==> config.mk <==
export PLATFORM = sky130hd
export DESIGN_NAME = seed_host_ctrl
export DESIGN_NICKNAME = d
export VERILOG_FILES = /design/src/rtl/seed_host_ctrl.sv
export SDC_FILE = /design/constraint.sdc
export NUM_CORES = 1
export LEC_CHECK = 0
export CAP_MARGIN = 40
export CORE_AREA = 2 2 253 255
export CTS_BUF_LIST = sky130_fd_sc_hd__clkbuf_16
export CTS_CLUSTER_SIZE = 24
export DETAILED_ROUTE_END_ITERATION = 12
export DIE_AREA = 0 0 255 257
export SYNTH_ARGS = -nofsm -noshare
export SYNTH_HDL_FRONTEND = slang
export SYNTH_SLANG_ARGS = --single-unit
export TNS_END_PERCENT = 5
==> constraint.sdc <==
create_clock -name i_Clk -period 2.9 [get_ports i_Clk]
set_input_delay 0.435 -clock i_Clk [delete_from_list [all_inputs] [get_ports i_Clk]]
set_output_delay 0.435 -clock i_Clk [all_outputs]
set_load 0.02 [all_outputs]
==> src/rtl/seed_host_ctrl.sv <==
// seed_host_ctrl: host-side initiator for the SEED128 core with one-entry result buffer and watchdog
module seed_host_ctrl #(
  parameter int TIMEOUT = 64,
  parameter int CNT_W   = 7
) (
  input  logic         i_Clk,
  input  logic         i_Rst,
  input  logic         i_fValid,
  output logic         o_fReady,
  input  logic [127:0] i_Key,
  input  logic [127:0] i_Data,
  input  logic         i_fDec,
  output logic         o_fValid,
  input  logic         i_fReady,
  output logic [127:0] o_Data,
  output logic         o_fErr,
  output logic [127:0] o_CoreText,
  output logic         o_CoreStart,
  output logic         o_CoreDec,
  input  logic [127:0] i_CoreText,
  input  logic         i_CoreDone
);
  localparam logic [1:0] IDLE  = 2'd0;
  localparam logic [1:0] START = 2'd1;
  localparam logic [1:0] KEY   = 2'd2;
  localparam logic [1:0] WAIT  = 2'd3;

  logic [1:0]       state, state_nxt;
  logic [127:0]     key_r, data_r;
  logic             dec_r;
  logic [CNT_W-1:0] wdog;
  logic             accept, expire, finish;

  // New requests only enter while idle with an empty buffer, so a result never overwrites one
  assign o_fReady    = (state == IDLE) && !o_fValid;
  assign accept      = i_fValid && o_fReady;
  assign expire      = wdog == CNT_W'(TIMEOUT - 1);
  assign finish      = (state == WAIT) && (i_CoreDone || expire);
  assign o_CoreStart = state == START;
  assign o_CoreText  = state == START ? data_r : state == KEY ? key_r : '0;
  assign o_CoreDec   = dec_r;

  // Next-state selection: START and KEY each last exactly one cycle
  always_comb begin
    state_nxt = state == IDLE  ? (accept ? START : IDLE) :
                state == START ? KEY :
                state == KEY   ? WAIT :
                finish         ? IDLE : WAIT;
  end

  // Sequencer state and captured request; later upstream changes are not observed
  always_ff @(posedge i_Clk or negedge i_Rst) begin
    if (!i_Rst) begin
      state  <= IDLE;
      key_r  <= '0;
      data_r <= '0;
      dec_r  <= 1'b0;
    end else begin
      state <= state_nxt;
      if (accept) begin
        key_r  <= i_Key;
        data_r <= i_Data;
        dec_r  <= i_fDec;
      end
    end
  end

  // Watchdog: cleared while the key is presented, counts every WAIT cycle
  always_ff @(posedge i_Clk or negedge i_Rst) begin
    if (!i_Rst) wdog <= '0;
    else if (state == KEY) wdog <= '0;
    else if (state == WAIT) wdog <= wdog + CNT_W'(1);
  end

  // Result buffer: done beats expiry; held stable until downstream accepts
  always_ff @(posedge i_Clk or negedge i_Rst) begin
    if (!i_Rst) begin
      o_fValid <= 1'b0;
      o_fErr   <= 1'b0;
      o_Data   <= '0;
    end else if (finish) begin
      o_fValid <= 1'b1;
      o_fErr   <= !i_CoreDone;
      o_Data   <= i_CoreDone ? i_CoreText : '0;
    end else if (o_fValid && i_fReady) begin
      o_fValid <= 1'b0;
      o_fErr   <= 1'b0;
      o_Data   <= '0;
    end
  end
endmodule

# Word level (Yosys, flattened, before mapping)
# Index checks and enable logic that the tools add are counted.
[op_classes]
n_reduce_logical = 10
n_eq_ne = 4
addsub = 1
n_mux = 15
[op_table]
columns = ["op", "count"]
rows = [
  ["$mux W128", 5],
  ["$mux W7", 2],
  ["$mux W2", 4],
  ["$add A7 B1 Y7 const B", 1],
  ["$eq A7 B6 Y1 const B", 1],
  ["$eq A2 B2 Y1 const B", 2],
  ["$logic_and A1 B1 Y1", 4],
  ["$mux W1", 4],
  ["$reduce_bool A2 Y1", 2],
  ["$eq A2 B1 Y1 const B", 1],
  ["$logic_not A1 Y1", 2],
  ["$logic_not A2 Y1", 1],
  ["$logic_or A1 B1 Y1", 1],
]
[totals]
inputBits = 390
out_inout_bits = 261
regBits = 396
word_cells = 38

# Longest topological paths before layout
# Gate-level depths: netlist (run 1).
[depth]
ltp_word = 7
ltp_mapped = 6
mapped_depth_nobuf = 4

# Worst setup path after synthesis (run 1)
# Ideal clock, no wire load.
[synth_path]
path_type = "reg2out"
from = "register state[1]"
to = "output o_CoreText[108]"
n_path_buf = 3
arrival_time_ns = 1.455
stages_incl_launch_ff = 6
required_ns = 2.465
slack_ns = 1.010
path_cell_list = "dfrtp_1 buf_2 nor2b_1 buf_2 buf_1 a22o_1"
[synth_between]
elab_chain_cells = 3
elab_cells_between_ends = 4
cone_classes = "2 x eq/ne; 2 x mux"
[synth_rtl]
columns = ["item", "line_no", "text"]
rows = [
  ["start, declared", "28", "logic [1:0] state, state_nxt;"],
  ["start signal, assigned", "59", "state <= state_nxt;"],
  ["$eq A2 B2 Y1", "40", "assign o_CoreText = state == START ? data_r : state == KEY ? key_r : '0;"],
  ["$mux W128", "40", ""],
  ["$mux W128 (*)", "40", ""],
  ["end, declared", "17", "output logic [127:0] o_CoreText,"],
]
# Every way passes the cells marked *; elsewhere a longest branch is shown, timed or not.

# Worst setup path in the final report (run 1)
[layout_path]
from = "register state[1]"
to = "output o_CoreText[70]"
# The elaborated chain is that of the path after synthesis.

==> reports/metrics.yaml, run 1 <==
run_status:
  outcome: "finished, final reports clean"
power:
  peakVddDrop_v: 0.000547
  leakagePower_nw: 11.3
  pwr_density_cell_nw_per_um2: 1080
clock_network:
  cts_htree_levels: 2
  post_cts.repair.setup_buffers: 0
  cts_buffers: 46
  clockRootBuffer: "sky130_fd_sc_hd__clkbuf_16"
  clk_path_buf_depth: 3
  clock_latency_ps: 560
  tritoncts: "built"
  clkTransAtPathRegs_ps: 60
  cts_sink_cnt: 396
setup_path:
  critical_path.max_fanout: 16
  startpoint_type: "flip-flop"
  crit_path_cells: "inv_2 -> nor2_4 -> buf_12 -> buf_4 -> a22o_1 -> clkdlybuf4s50_1"
  critPathMaxStageDelay_ps: 600
  cp-end-kind: "output port"
  slowest_stage: "sky130_fd_sc_hd__clkdlybuf4s50_1"
  crit_arrival_ps: 2350
  worst_ep_required_time_ps: 2470
  critPathKind: "flip-flop to output port"
  cp.buffers_inverters: 4
  critical-path-top-delay-family: "buffers and inverters"
cells_and_area:
  number_of_inserted_filler_cells_in_the_final_layout: 5916
  stdcell_area_sq_um: 25900
  number_of_nets_in_the_finished_design: 2350
  layout-area-overhead-vs-synth_pct: 55.3
  final_layout_size_suffix_gt1_share_pct: 18.8
placed_design:
  gp_congestion: 0.833
  post-dp-hpwl_mm: 43.3
  placement.io_buffers: 650
  detailed_place.area_sq_um: 24400
drt:
  drt_drc_violations_left: 0
  num_vias: 12900
  viasPerCell: 4.54
  detailedRoute.firstPassIterationCount: 5
  wl_mm: 58.2
  ant_nets: 0
  wl_per_cell_um: 20.5
  detailedRoute.firstIterationViolations: 482
sta:
  finalWorstPathRequiredPeriod_ps: 2790
  timing_max_transition_violations_final: 0
  highest_clock_frequency_the_design_can_meet_ghz: 0.359
  setup_repair_after_global_routing_missed_its_margin: "false"
  worst_slew_margin_rel_pct: 51.2
  setup_violation_total_in_the_final_timing_report: 0
  hold_viol: 0
  final_clock_skew_ps: 17.0
  final_worst_path_cycle_share_pct: 96.1
  max_slew.worst_pin.slew_ps: 732
  hold_ws_ps: 425
die:
  floorplan.initialDensity_pct: 26.5
  floorplan.io_pins: 651
  num_rows: 92
  floorplan.core_area_sq_um: 62700
  die_width_um: 255
  die_area_sq_um: 65500
  fp.dieH_um: 257
yosys:
  yosysSeqAreaShare_pct: 59.5
  syn_avg_cell_area_sq_um: 12.7
  synthesis.yosys.warnings: 0
  synthesis.area_sq_um: 16700
  ys_seq_elements: 396
  synth.net_count: 1705
  netlist-cell-type-count: 33
  synthCells: 1314
global_route:
  global_route_wire_length_before_repair_mm: 85.4
  grt_antenna_before_repair: 10
  first_global_vias: 13900
  grt.total_usage_pct: 17.1
  maximum_number_of_pins_on_one_net_before_global_route_repair: 81
  globalRoute.totalOverflow: 0
flow_run:
  drv_cap: 0
hold_path:
  class_of_the_tightest_hold_or_removal_check: "input pin to flip-flop"
-- Yosys cell counts --
cell / count / share of area [%]
sky130_fd_sc_hd__dfrtp_1: 396 / 60
sky130_fd_sc_hd__mux2_2: 257 / 17
sky130_fd_sc_hd__inv_1: 134 / 3.0
sky130_fd_sc_hd__nand2_1: 131 / 3.0
sky130_fd_sc_hd__a22o_1: 129 / 6.8
sky130_fd_sc_hd__o31ai_1: 128 / 5.8
sky130_fd_sc_hd__buf_2: 44 / 1.3
sky130_fd_sc_hd__clkbuf_1: 31 / 0.70
sky130_fd_sc_hd__buf_4: 18 / 0.81
sky130_fd_sc_hd__buf_1: 8 / 0.18
sky130_fd_sc_hd__nand3_1: 6 / 0.18
sky130_fd_sc_hd__and3_1: 5 / 0.19
sky130_fd_sc_hd__nor2_1: 4 / 0.090
sky130_fd_sc_hd__nor3_1: 2 / 0.060
sky130_fd_sc_hd__o21ai_0: 2 / 0.060
sky130_fd_sc_hd__o32ai_1: 2 / 0.11
sky130_fd_sc_hd__a211o_1: 1 / 0.053
sky130_fd_sc_hd__a21oi_1: 1 / 0.030
sky130_fd_sc_hd__a31o_2: 1 / 0.053
sky130_fd_sc_hd__and2_1: 1 / 0.038
sky130_fd_sc_hd__buf_6: 1 / 0.068
sky130_fd_sc_hd__ha_1: 1 / 0.075
sky130_fd_sc_hd__mux2i_1: 1 / 0.060
sky130_fd_sc_hd__nand3b_1: 1 / 0.045
sky130_fd_sc_hd__nand4b_1: 1 / 0.053
sky130_fd_sc_hd__nor2b_1: 1 / 0.038
sky130_fd_sc_hd__o21bai_1: 1 / 0.045
sky130_fd_sc_hd__o221ai_1: 1 / 0.053
sky130_fd_sc_hd__o22ai_1: 1 / 0.038
sky130_fd_sc_hd__o2bb2ai_1: 1 / 0.053
sky130_fd_sc_hd__o311ai_0: 1 / 0.053
sky130_fd_sc_hd__o31ai_2: 1 / 0.075
sky130_fd_sc_hd__o41ai_1: 1 / 0.053
-- power by group --
part,internal (mW),switching (mW)
sequential,8.08,1.56
clock,3.44,2.30
combinational,6.21,6.28
total,17.7,10.1
-- worst register-to-register path, delay by kind of cell, from the launching register on --
kind                   cells  cell delay, ps
buffers and inverters      2             520
flip-flops                 1             430
multiplexers               1             400
AND/OR/NAND/NOR            2             690
-- placed cells by master, fill, tap and decap left out, types with 2 or more instances in the layout --
cell and instances:
sky130_fd_sc_hd__nand3_1 6, sky130_fd_sc_hd__diode_2 3, sky130_fd_sc_hd__o21ai_0 2, sky130_fd_sc_hd__inv_1 141, sky130_fd_sc_hd__o31ai_1 128, sky130_fd_sc_hd__clkinv_1 13
sky130_fd_sc_hd__a22o_1 128, sky130_fd_sc_hd__nand2_1 131, sky130_fd_sc_hd__dlygate4sd2_1 61, sky130_fd_sc_hd__buf_4 23, sky130_fd_sc_hd__bufinv_16 6, sky130_fd_sc_hd__dlymetal6s2s_1 15
sky130_fd_sc_hd__dfrtp_1 396, sky130_fd_sc_hd__and3_1 3, sky130_fd_sc_hd__buf_12 21, sky130_fd_sc_hd__nor3_1 2, sky130_fd_sc_hd__buf_8 3, sky130_fd_sc_hd__o32ai_1 2
sky130_fd_sc_hd__clkbuf_16 47, sky130_fd_sc_hd__and3_4 2, sky130_fd_sc_hd__clkinv_2 4, sky130_fd_sc_hd__clkdlybuf4s50_1 573, sky130_fd_sc_hd__mux2_2 257, sky130_fd_sc_hd__nor2_1 3
-- flip-flops by register name, indices dropped and copies added, names as in the netlist --
| register | count |
|---|---|
| data_r | 128 |
| key_r | 128 |
| o_Data | 128 |
| wdog | 7 |
| state | 2 |
| o_CoreDec | 1 |
| o_fErr | 1 |
| o_fValid | 1 |
-- routing by layer --
layer,global-route usage [%],routed length (um)
met3,5.95,5440
met5,0,51
met4,7.99,2880
met2,30.4,28900
met1,18.0,20900
-- cell families after synthesis --
family                   Yosys count  synth area share, %
multiplexers                     258                 17.4
adder cells (fa/ha/maj)            1               0.0751
flip-flops                       396                 59.5
AO/OA/AOI/OAI                    271                 13.2
AND/OR/NAND/NOR                  152                 3.64
buffers and inverters            236                 6.10
-- final cells by class --
type / count / area (sq um) / share of cell area [%]
antenna: 3 / 7.51 / 0.0290
tap: 846 / 1060 / 4.09
sequential: 396 / 9910 / 38.3
timing repair buffer: 699 / 7140 / 27.6
inverter: 134 / 503 / 1.95
clock inverter: 33 / 295 / 1.14
clock buffer: 47 / 1180 / 4.55
multi-input combinational: 682 / 5760 / 22.3
-- per-stage QoR --
stage	cells	setup WS (ps)	util [%]	setup TNS [ps]	power (mW)
6_report	2840	114	41.2	0	27.9
5_1_grt	2839	4.36	41.2	0	29.4
4_1_cts	2837	-98.3	41.1	-3500	28.2
3_5_place_dp	2756	331	38.9	0	22.6
3_3_place_gp	2755	355	38.8	0	22.4
2_1_floorplan	1314	1010	-	0	16.3
-- worst paths after layout --
path,from,to,slack (ps),cells after the start
min in group asynchronous,i_Rst,data_r[47],520,2
max in group asynchronous,i_Rst,o_Data[62],1440,3
worst min-delay path,i_CoreText[0],o_Data[0],430,3
worst max register to register,state[1],key_r[29],740,5
worst min register to register,data_r[20],data_r[20],500,1
worst max-delay path,state[1],o_CoreText[70],110,6
-- what timing repair did --
action	CTS	global route
gates resized for setup	66	21
endpoints found under the hold margin	66	0
setup endpoints to repair	111	51
hold buffers	1	0
No activity file was read; power rests on OpenSTA's default activity.
==> run 2, diff against run 1 <==
==> constraint.sdc (replaced) <==
create_clock -name i_Clk -period 2.67 [get_ports i_Clk]
set_input_delay 0.267 -clock i_Clk [delete_from_list [all_inputs] [get_ports i_Clk]]
set_output_delay 0.267 -clock i_Clk [all_outputs]
set_load 0.02 [all_outputs]
==> run 2 against run 1 <==
Clock power up 13%. Sequential share of layout area down 0.20 points. Clock skew about the same. Clock-buffer cell count unchanged. Sequential power up 9%. Sequential cell count unchanged. Highest routed layer is now met4. Critical endpoint is now o_CoreText[93].
==> reports/metrics.yaml, run 2 (synthesis results as in run 1) <==
sta:
  hold_ws_ps: 254  # was 425 ps
  hold_viol: 0  # unchanged
  final_worst_path_cycle_share_pct: 94.9
  worst_slew_margin_rel_pct: 54.5  # was 51.2%
  highest_clock_frequency_the_design_can_meet_ghz: 0.395
  setup_violation_total_in_the_final_timing_report: 0  # unchanged
  final_clock_skew_ps: 17.5  # was 17.0 ps
  finalWorstPathRequiredPeriod_ps: 2530
  finalSetupTns_ps: 0  # unchanged
  max_slew.worst_pin.slew_ps: 683  # was 732 ps
  timing_max_transition_violations_final: 0  # unchanged
cells_and_area:
  layout-area-overhead-vs-synth_pct: 56.1  # was 55.3%
  area.sequential_sq_um: 9910  # unchanged
  fin_util_pct: 41.4  # was 41.2%
  biggestRegsByFlops: "data_r: 128 flops, key_r: 128 flops, o_Data: 128 flops"  # unchanged
  number_of_nets_in_the_finished_design: 2355  # was 2350
  most_frequent_cells_in_the_layout: "sky130_fd_sc_hd__clkdlybuf4s50_1, sky130_fd_sc_hd__dfrtp_1, sky130_fd_sc_hd__mux2_2"  # unchanged
  final_common_cell: "sky130_fd_sc_hd__clkdlybuf4s50_1"  # unchanged
  multiInputGateArea_sq_um: 5760  # about the same
  finalNonFillerCells: 2851  # was 2840
  number_of_inserted_filler_cells_in_the_final_layout: 5926  # was 5916
  final_layout_size_suffix_gt1_share_pct: 19.4  # was 18.8%
die:
  fp.dieH_um: 257  # unchanged
  floorplan.initialDensity_pct: 26.5  # unchanged
  num_rows: 92  # unchanged
  floorplan.io_pins: 651  # unchanged
  die_area_sq_um: 65500  # unchanged
  die_width_um: 255  # unchanged
  floorplan.core_area_sq_um: 62700  # unchanged
power:
  power.switching_fraction_pct: 36.4  # about the same
  pwr_density_cell_nw_per_um2: 1170  # was 1080 nW/um^2
  power.switching_mw: 11.1  # was 10.1 mW
  power.internal_mw: 19.4  # was 17.7 mW
  comb_pwr_share_pct: 44.0  # was 44.8%
  leakagePower_nw: 11.8  # was 11.3 nW
  power.clock.fraction_pct: 21.4  # was 20.6%
  share_seq_of_total_power_pct: 34.6  # about the same
  peakVddDrop_v: 0.000583  # was 0.000547 V
setup_path:
  worst_ep_required_time_ps: 2400  # was 2470 ps
  r2r-end: "o_Data[59]"  # was key_r[29]
  critical-path-top-delay-family: "buffers and inverters"  # unchanged
  depth_of_the_worst_register_to_register_path: 6  # was 5
  cp.buffers_inverters: 3  # was 4
  slowest_stage: "sky130_fd_sc_hd__clkdlybuf4s50_1"  # unchanged
  critPathKind: "flip-flop to output port"  # unchanged
  regToRegSetupSlack_ps: 570  # was 740 ps
  critical_path.max_fanout: 19  # was 16
  critPathMaxStageDelay_ps: 650  # was 600 ps
  cp-end-kind: "output port"  # unchanged
  startpoint_type: "flip-flop"  # unchanged
  crit_arrival_ps: 2270  # was 2350 ps
  crit_path_cells: "inv_2 -> nor2_4 -> buf_12 -> a22o_1 -> clkdlybuf4s50_1"  # was inv_2 -> nor2_4 -> buf_12 -> buf_4 -> a22o_1 -> clkdlybuf4s50_1
  r2r_start: "wdog[0]"  # was state[1]
clock_network:
  post_cts.repair.setup_buffers: 0  # unchanged
  clk_path_buf_depth: 3  # unchanged
  clkTransAtPathRegs_ps: 60  # about the same
  tritoncts: "built"  # unchanged
  cts_buffers: 45  # was 46
  cts_htree_levels: 2  # unchanged
  cts_sink_cnt: 396  # unchanged
  clockRootBuffer: "sky130_fd_sc_hd__clkbuf_16"  # unchanged
  clock_latency_ps: 570  # was 560 ps
placed_design:
  post-dp-hpwl_mm: 43.5  # was 43.3 mm
  dp.cells: 2762  # was 2756
  gp_congestion: 0.810  # was 0.833
  placement.io_buffers: 650  # unchanged
hold_path:
  class_of_the_tightest_hold_or_removal_check: "input pin to flip-flop"  # unchanged
  worst_hold_path_startpoint: "i_CoreText[107]"  # was i_CoreText[0]
  min_delay_worst_endpoint: "o_Data[107]"  # was o_Data[0]
  min_path_cells: 3  # unchanged
drt:
  detailedRoute.firstIterationViolations: 557  # was 482
  wl_mm: 58.5  # was 58.2 mm
  viasPerCell: 4.56  # was 4.54
  drt_drc_violations_left: 0  # unchanged
  ant_nets: 0  # unchanged
  detailedRoute.firstPassIterationCount: 4  # was 5
  num_vias: 13000  # was 12900
  wl_per_cell_um: 20.5  # about the same
global_route:
  grt.total_usage_pct: 17.1  # about the same
  grt_antenna_before_repair: 6  # was 10
  globalRoute.totalOverflow: 0  # unchanged
  maximum_number_of_pins_on_one_net_before_global_route_repair: 81  # unchanged
  first_global_vias: 14100  # was 13900
  global_route_wire_length_before_repair_mm: 85.5  # was 85.4 mm
run_status:
  outcome: "finished, final reports clean"  # unchanged
flow_run:
  drv_cap: 0  # unchanged
==> run 2: final cells by class <==
cell class / count / share of cell area [%]
clock inverters: 36 / 1.44
flip-flops and latches: 396 / 38.1
inverters: 134 / 1.93
well taps: 846 / 4.07
diodes: 5 / 0.0481
repair buffers: 705 / 27.7
multi-input cells: 682 / 22.2
clock buffers: 47 / 4.52
==> run 2: worst max path at each step <==
stage / start / endpoint / slack (ps) / cells after the start
after CTS: state[1] / o_CoreText[126] / -9 / 5
after global routing: state[1] / o_CoreText[61] / -1 / 5
after detailed placement: state[1] / o_CoreText[126] / 320 / 5
after global placement: state[1] / o_CoreText[34] / 420 / 5
after floorplan: state[1] / o_CoreText[108] / 950 / 5
final: state[1] / o_CoreText[93] / 140 / 5
==> run 2: layer usage <==
layer  vias to the layer above  global-route usage [%]  part of all wire (%)
met5                         -                       0                     0
met3                       102                    5.22                   8.2
met4                         0                    7.63                   4.1
met1                      6463                    18.5                    37
met2                       515                    30.6                    50
li1                       5926                       -                     -
==> run 2: metrics by stage <==
step / instance area (sq um) / worst slack [ps] / total power [mW]
3_5_place_dp: 24400 / 323 / 24.6
5_1_grt: 26000 / -1.24 / 32.1
3_3_place_gp: 24400 / 419 / 24.4
4_1_cts: 25900 / -9.15 / 30.9
6_report: 26000 / 137 / 30.4
2_1_floorplan: 16700 / 948 / 17.7
==> run 2: worst register-to-register path, cell delays in order (launching register included) <==
cell and delay, ps:
sky130_fd_sc_hd__dfrtp_1 390, sky130_fd_sc_hd__ha_1 260, sky130_fd_sc_hd__nand4b_1 260, sky130_fd_sc_hd__o31ai_4 350, sky130_fd_sc_hd__buf_12 220, sky130_fd_sc_hd__buf_12 300, sky130_fd_sc_hd__o31ai_1 190
==> run 2: repair_timing <==
item                                   CTS  global route
setup endpoints to repair              113            56
hold buffers                             1             0
cloned                                   0             0
endpoints found under the hold margin   65             0
gates resized for setup                 78            57
==> run 2: power groups by stage <==
stage                     clock network (mW)  logic, mW  registers, mW
after detailed placement                   0       14.0           10.6
after CTS                               6.74       13.6           10.6
after floorplan                            0       6.85           10.9
after global routing                    6.99       14.3           10.8
after global placement                     0       13.8           10.6
final                                   6.51       13.4           10.5
==> run 3, diff against run 2 <==
--- a/config.mk
+++ b/config.mk
@@ -8,6 +8,7 @@
 export CAP_MARGIN = 40
 export CORE_AREA = 2 2 253 255
 export CTS_BUF_LIST = sky130_fd_sc_hd__clkbuf_16
+export CTS_CLUSTER_DIAMETER = 120
 export CTS_CLUSTER_SIZE = 24
 export DETAILED_ROUTE_END_ITERATION = 12
 export DIE_AREA = 0 0 255 257
==> run 3 against run 2 <==
Via count down 1.6%. Sequential share of layout area grew 1.4 points. Final area is 3.6% lower. Critical endpoint is now o_CoreText[126]. Largest power group unchanged. Highest routed layer unchanged.
==> reports/metrics.yaml, run 3 (synthesis results as in run 1) <==
global_route:
  global_route_wire_length_before_repair_mm: 84.2  # was 85.5 mm
  grt.total_usage_pct: 16.8  # was 17.1%
  first_global_vias: 13800  # was 14100
  globalRoute.totalOverflow: 0  # unchanged
  grt_antenna_before_repair: 6  # unchanged
  maximum_number_of_pins_on_one_net_before_global_route_repair: 81  # unchanged
sta:
  final_worst_path_cycle_share_pct: 96.4  # was 94.9%
  finalSetupTns_ps: 0  # unchanged
  timing_max_transition_violations_final: 0  # unchanged
  final_clock_skew_ps: 24.3  # was 17.5 ps
  setup_violation_total_in_the_final_timing_report: 0  # unchanged
  hold_viol: 0  # unchanged
  worst_slew_margin_rel_pct: 55.2  # was 54.5%
  max_slew.worst_pin.slew_ps: 672  # was 683 ps
  setup_slack_ps: 95.1  # was 137 ps
  highest_clock_frequency_the_design_can_meet_ghz: 0.388  # was 0.395 GHz
  finalWorstPathRequiredPeriod_ps: 2570  # was 2530 ps
  hold_ws_ps: 248  # was 254 ps
setup_path:
  worst_ep_required_time_ps: 2400  # about the same
  r2r_start: "wdog[0]"  # unchanged
  depth_of_the_worst_register_to_register_path: 6  # unchanged
  r2r-end: "o_Data[59]"  # unchanged
  crit_arrival_ps: 2310  # was 2270 ps
  cp-end-kind: "output port"  # unchanged
  critPathKind: "flip-flop to output port"  # unchanged
  startpoint_type: "flip-flop"  # unchanged
  regToRegSetupSlack_ps: 540  # was 570 ps
  critical_path.max_fanout: 21  # was 19
clock_network:
  cts_buffers: 20  # was 45
  clock_latency_ps: 560  # was 570 ps
  clockRootBuffer: "sky130_fd_sc_hd__clkbuf_16"  # unchanged
  cts_htree_levels: 1  # was 2
  cts_sink_cnt: 396  # unchanged
  tritoncts: "built"  # unchanged
  clk_path_buf_depth: 3  # unchanged
  clkTransAtPathRegs_ps: 110  # was 60 ps
hold_path:
  class_of_the_tightest_hold_or_removal_check: "input pin to flip-flop"  # unchanged
  min_path_cells: 3  # unchanged
  worst_hold_path_startpoint: "i_CoreText[0]"  # was i_CoreText[107]
  min_delay_worst_endpoint: "o_Data[0]"  # was o_Data[107]
die:
  die_area_sq_um: 65500  # unchanged
  die_width_um: 255  # unchanged
  num_rows: 92  # unchanged
  fp.dieH_um: 257  # unchanged
  floorplan.core_area_sq_um: 62700  # unchanged
  floorplan.io_pins: 651  # unchanged
  floorplan.initialDensity_pct: 26.5  # unchanged
placed_design:
  place_worst_setup_slack_ps: 323  # unchanged
  placement.io_buffers: 650  # unchanged
  post-dp-hpwl_mm: 43.5  # unchanged
  detailed_place.area_sq_um: 24400  # unchanged
  gp_congestion: 0.810  # unchanged
drt:
  viasPerCell: 4.57  # was 4.56
  detailedRoute.firstIterationViolations: 585  # was 557
  detailedRoute.firstPassIterationCount: 5  # was 4
  num_vias: 12800  # was 13000
  ant_nets: 0  # unchanged
  drt_drc_violations_left: 0  # unchanged
  wl_mm: 58.3  # was 58.5 mm
  wl_per_cell_um: 20.8  # was 20.5 um
run_status:
  outcome: "finished, final reports clean"  # unchanged
cells_and_area:
  biggestRegsByFlops: "data_r: 128 flops, key_r: 128 flops, o_Data: 128 flops"  # unchanged
  final_common_cell: "sky130_fd_sc_hd__clkdlybuf4s50_1"  # unchanged
  layout-area-overhead-vs-synth_pct: 50.5  # was 56.1%
  final_layout_size_suffix_gt1_share_pct: 18.0  # was 19.4%
  number_of_nets_in_the_finished_design: 2336  # was 2355
  most_frequent_cells_in_the_layout: "sky130_fd_sc_hd__clkdlybuf4s50_1, sky130_fd_sc_hd__dfrtp_1, sky130_fd_sc_hd__mux2_2"  # unchanged
  stdcell_area_sq_um: 25100  # was 26000 sq um
power:
  leakagePower_nw: 11.2  # was 11.8 nW
  pwr_density_cell_nw_per_um2: 1100  # was 1170 nW/um^2
  fin_total_pwr_mw: 27.5  # was 30.4 mW
  peakVddDrop_v: 0.000551  # was 0.000583 V
flow_run:
  drv_cap: 0  # unchanged
## run 3: cell count changes in the layout (fill, tap and decap cells not counted), sizes merged, moves of 4 or more
cell | previous run | this run
clkinv | 22 | 1
dlymetal6s2s | 45 | 34
bufinv | 8 | 0
buf | 55 | 59
clkdlybuf4s50 | 533 | 544
clkbuf | 48 | 24
## run 3: worst max-delay path by stage
| stage | startpoint | depth (start not counted) | endpoint |
|---|---|---|---|
| finish | state[1] | 6 | o_CoreText[126] |
| global route | state[0] | 5 | o_CoreText[61] |
| CTS | state[1] | 5 | o_CoreText[126] |
| detailed placement | state[1] | 5 | o_CoreText[126] |
| global placement | state[1] | 5 | o_CoreText[34] |
| floorplan | state[1] | 5 | o_CoreText[108] |
## run 3: where the power goes
part / internal [mW] / switching [mW] / leakage, nW
registers: 8.75 / 1.75 / 4.91
clock network: 1.42 / 1.96 / 0.272
logic: 6.78 / 6.84 / 6.00
total: 17.0 / 10.6 / 11.2
## run 3: per-layer routing
layer | wire length [um] | up-vias | global-route usage [%] | part of all wire, %
li1 | - | 5852 | - | -
met3 | 4650 | 78 | 4.44 | 8.0
met2 | 29600 | 504 | 30.2 | 51
met4 | 2200 | 0 | 6.76 | 3.8
met5 | 0 | - | 0 | 0
met1 | 21900 | 6359 | 18.5 | 38
## run 3: through the flow
stage          cells  util (%)
6_report        2799      39.9
2_1_floorplan   1314         -
3_5_place_dp    2762      38.8
4_1_cts         2787      39.6
3_3_place_gp    2762      38.8
5_1_grt         2798      39.9
## run 3: worst max-delay path, stage by stage (launching register included)
cell	delay [ps]
sky130_fd_sc_hd__dfrtp_2	420
sky130_fd_sc_hd__inv_2	100
sky130_fd_sc_hd__nor2_4	110
sky130_fd_sc_hd__buf_4	130
sky130_fd_sc_hd__buf_12	160
sky130_fd_sc_hd__a22o_1	180
sky130_fd_sc_hd__clkdlybuf4s50_1	610
## run 3: area by class of cell
cell class              count  area (sq um)
multi-input cells         682          5760
clock inverters             3          18.8
flip-flops and latches    396          9910
repair buffers            711          7260
well taps                 846          1060
inverters                 134           503
clock buffers              21           526
fillers                  5994         37700
diodes                      6          15.0
## run 3: timing repair
action | CTS | global route
gates resized for setup | 78 | 47
endpoints found under the hold margin | 65 | 0
hold buffers | 1 | 0
buffers inserted | 0 | 4
endpoints found under the setup margin | 113 | 73
cloned | 0 | 2
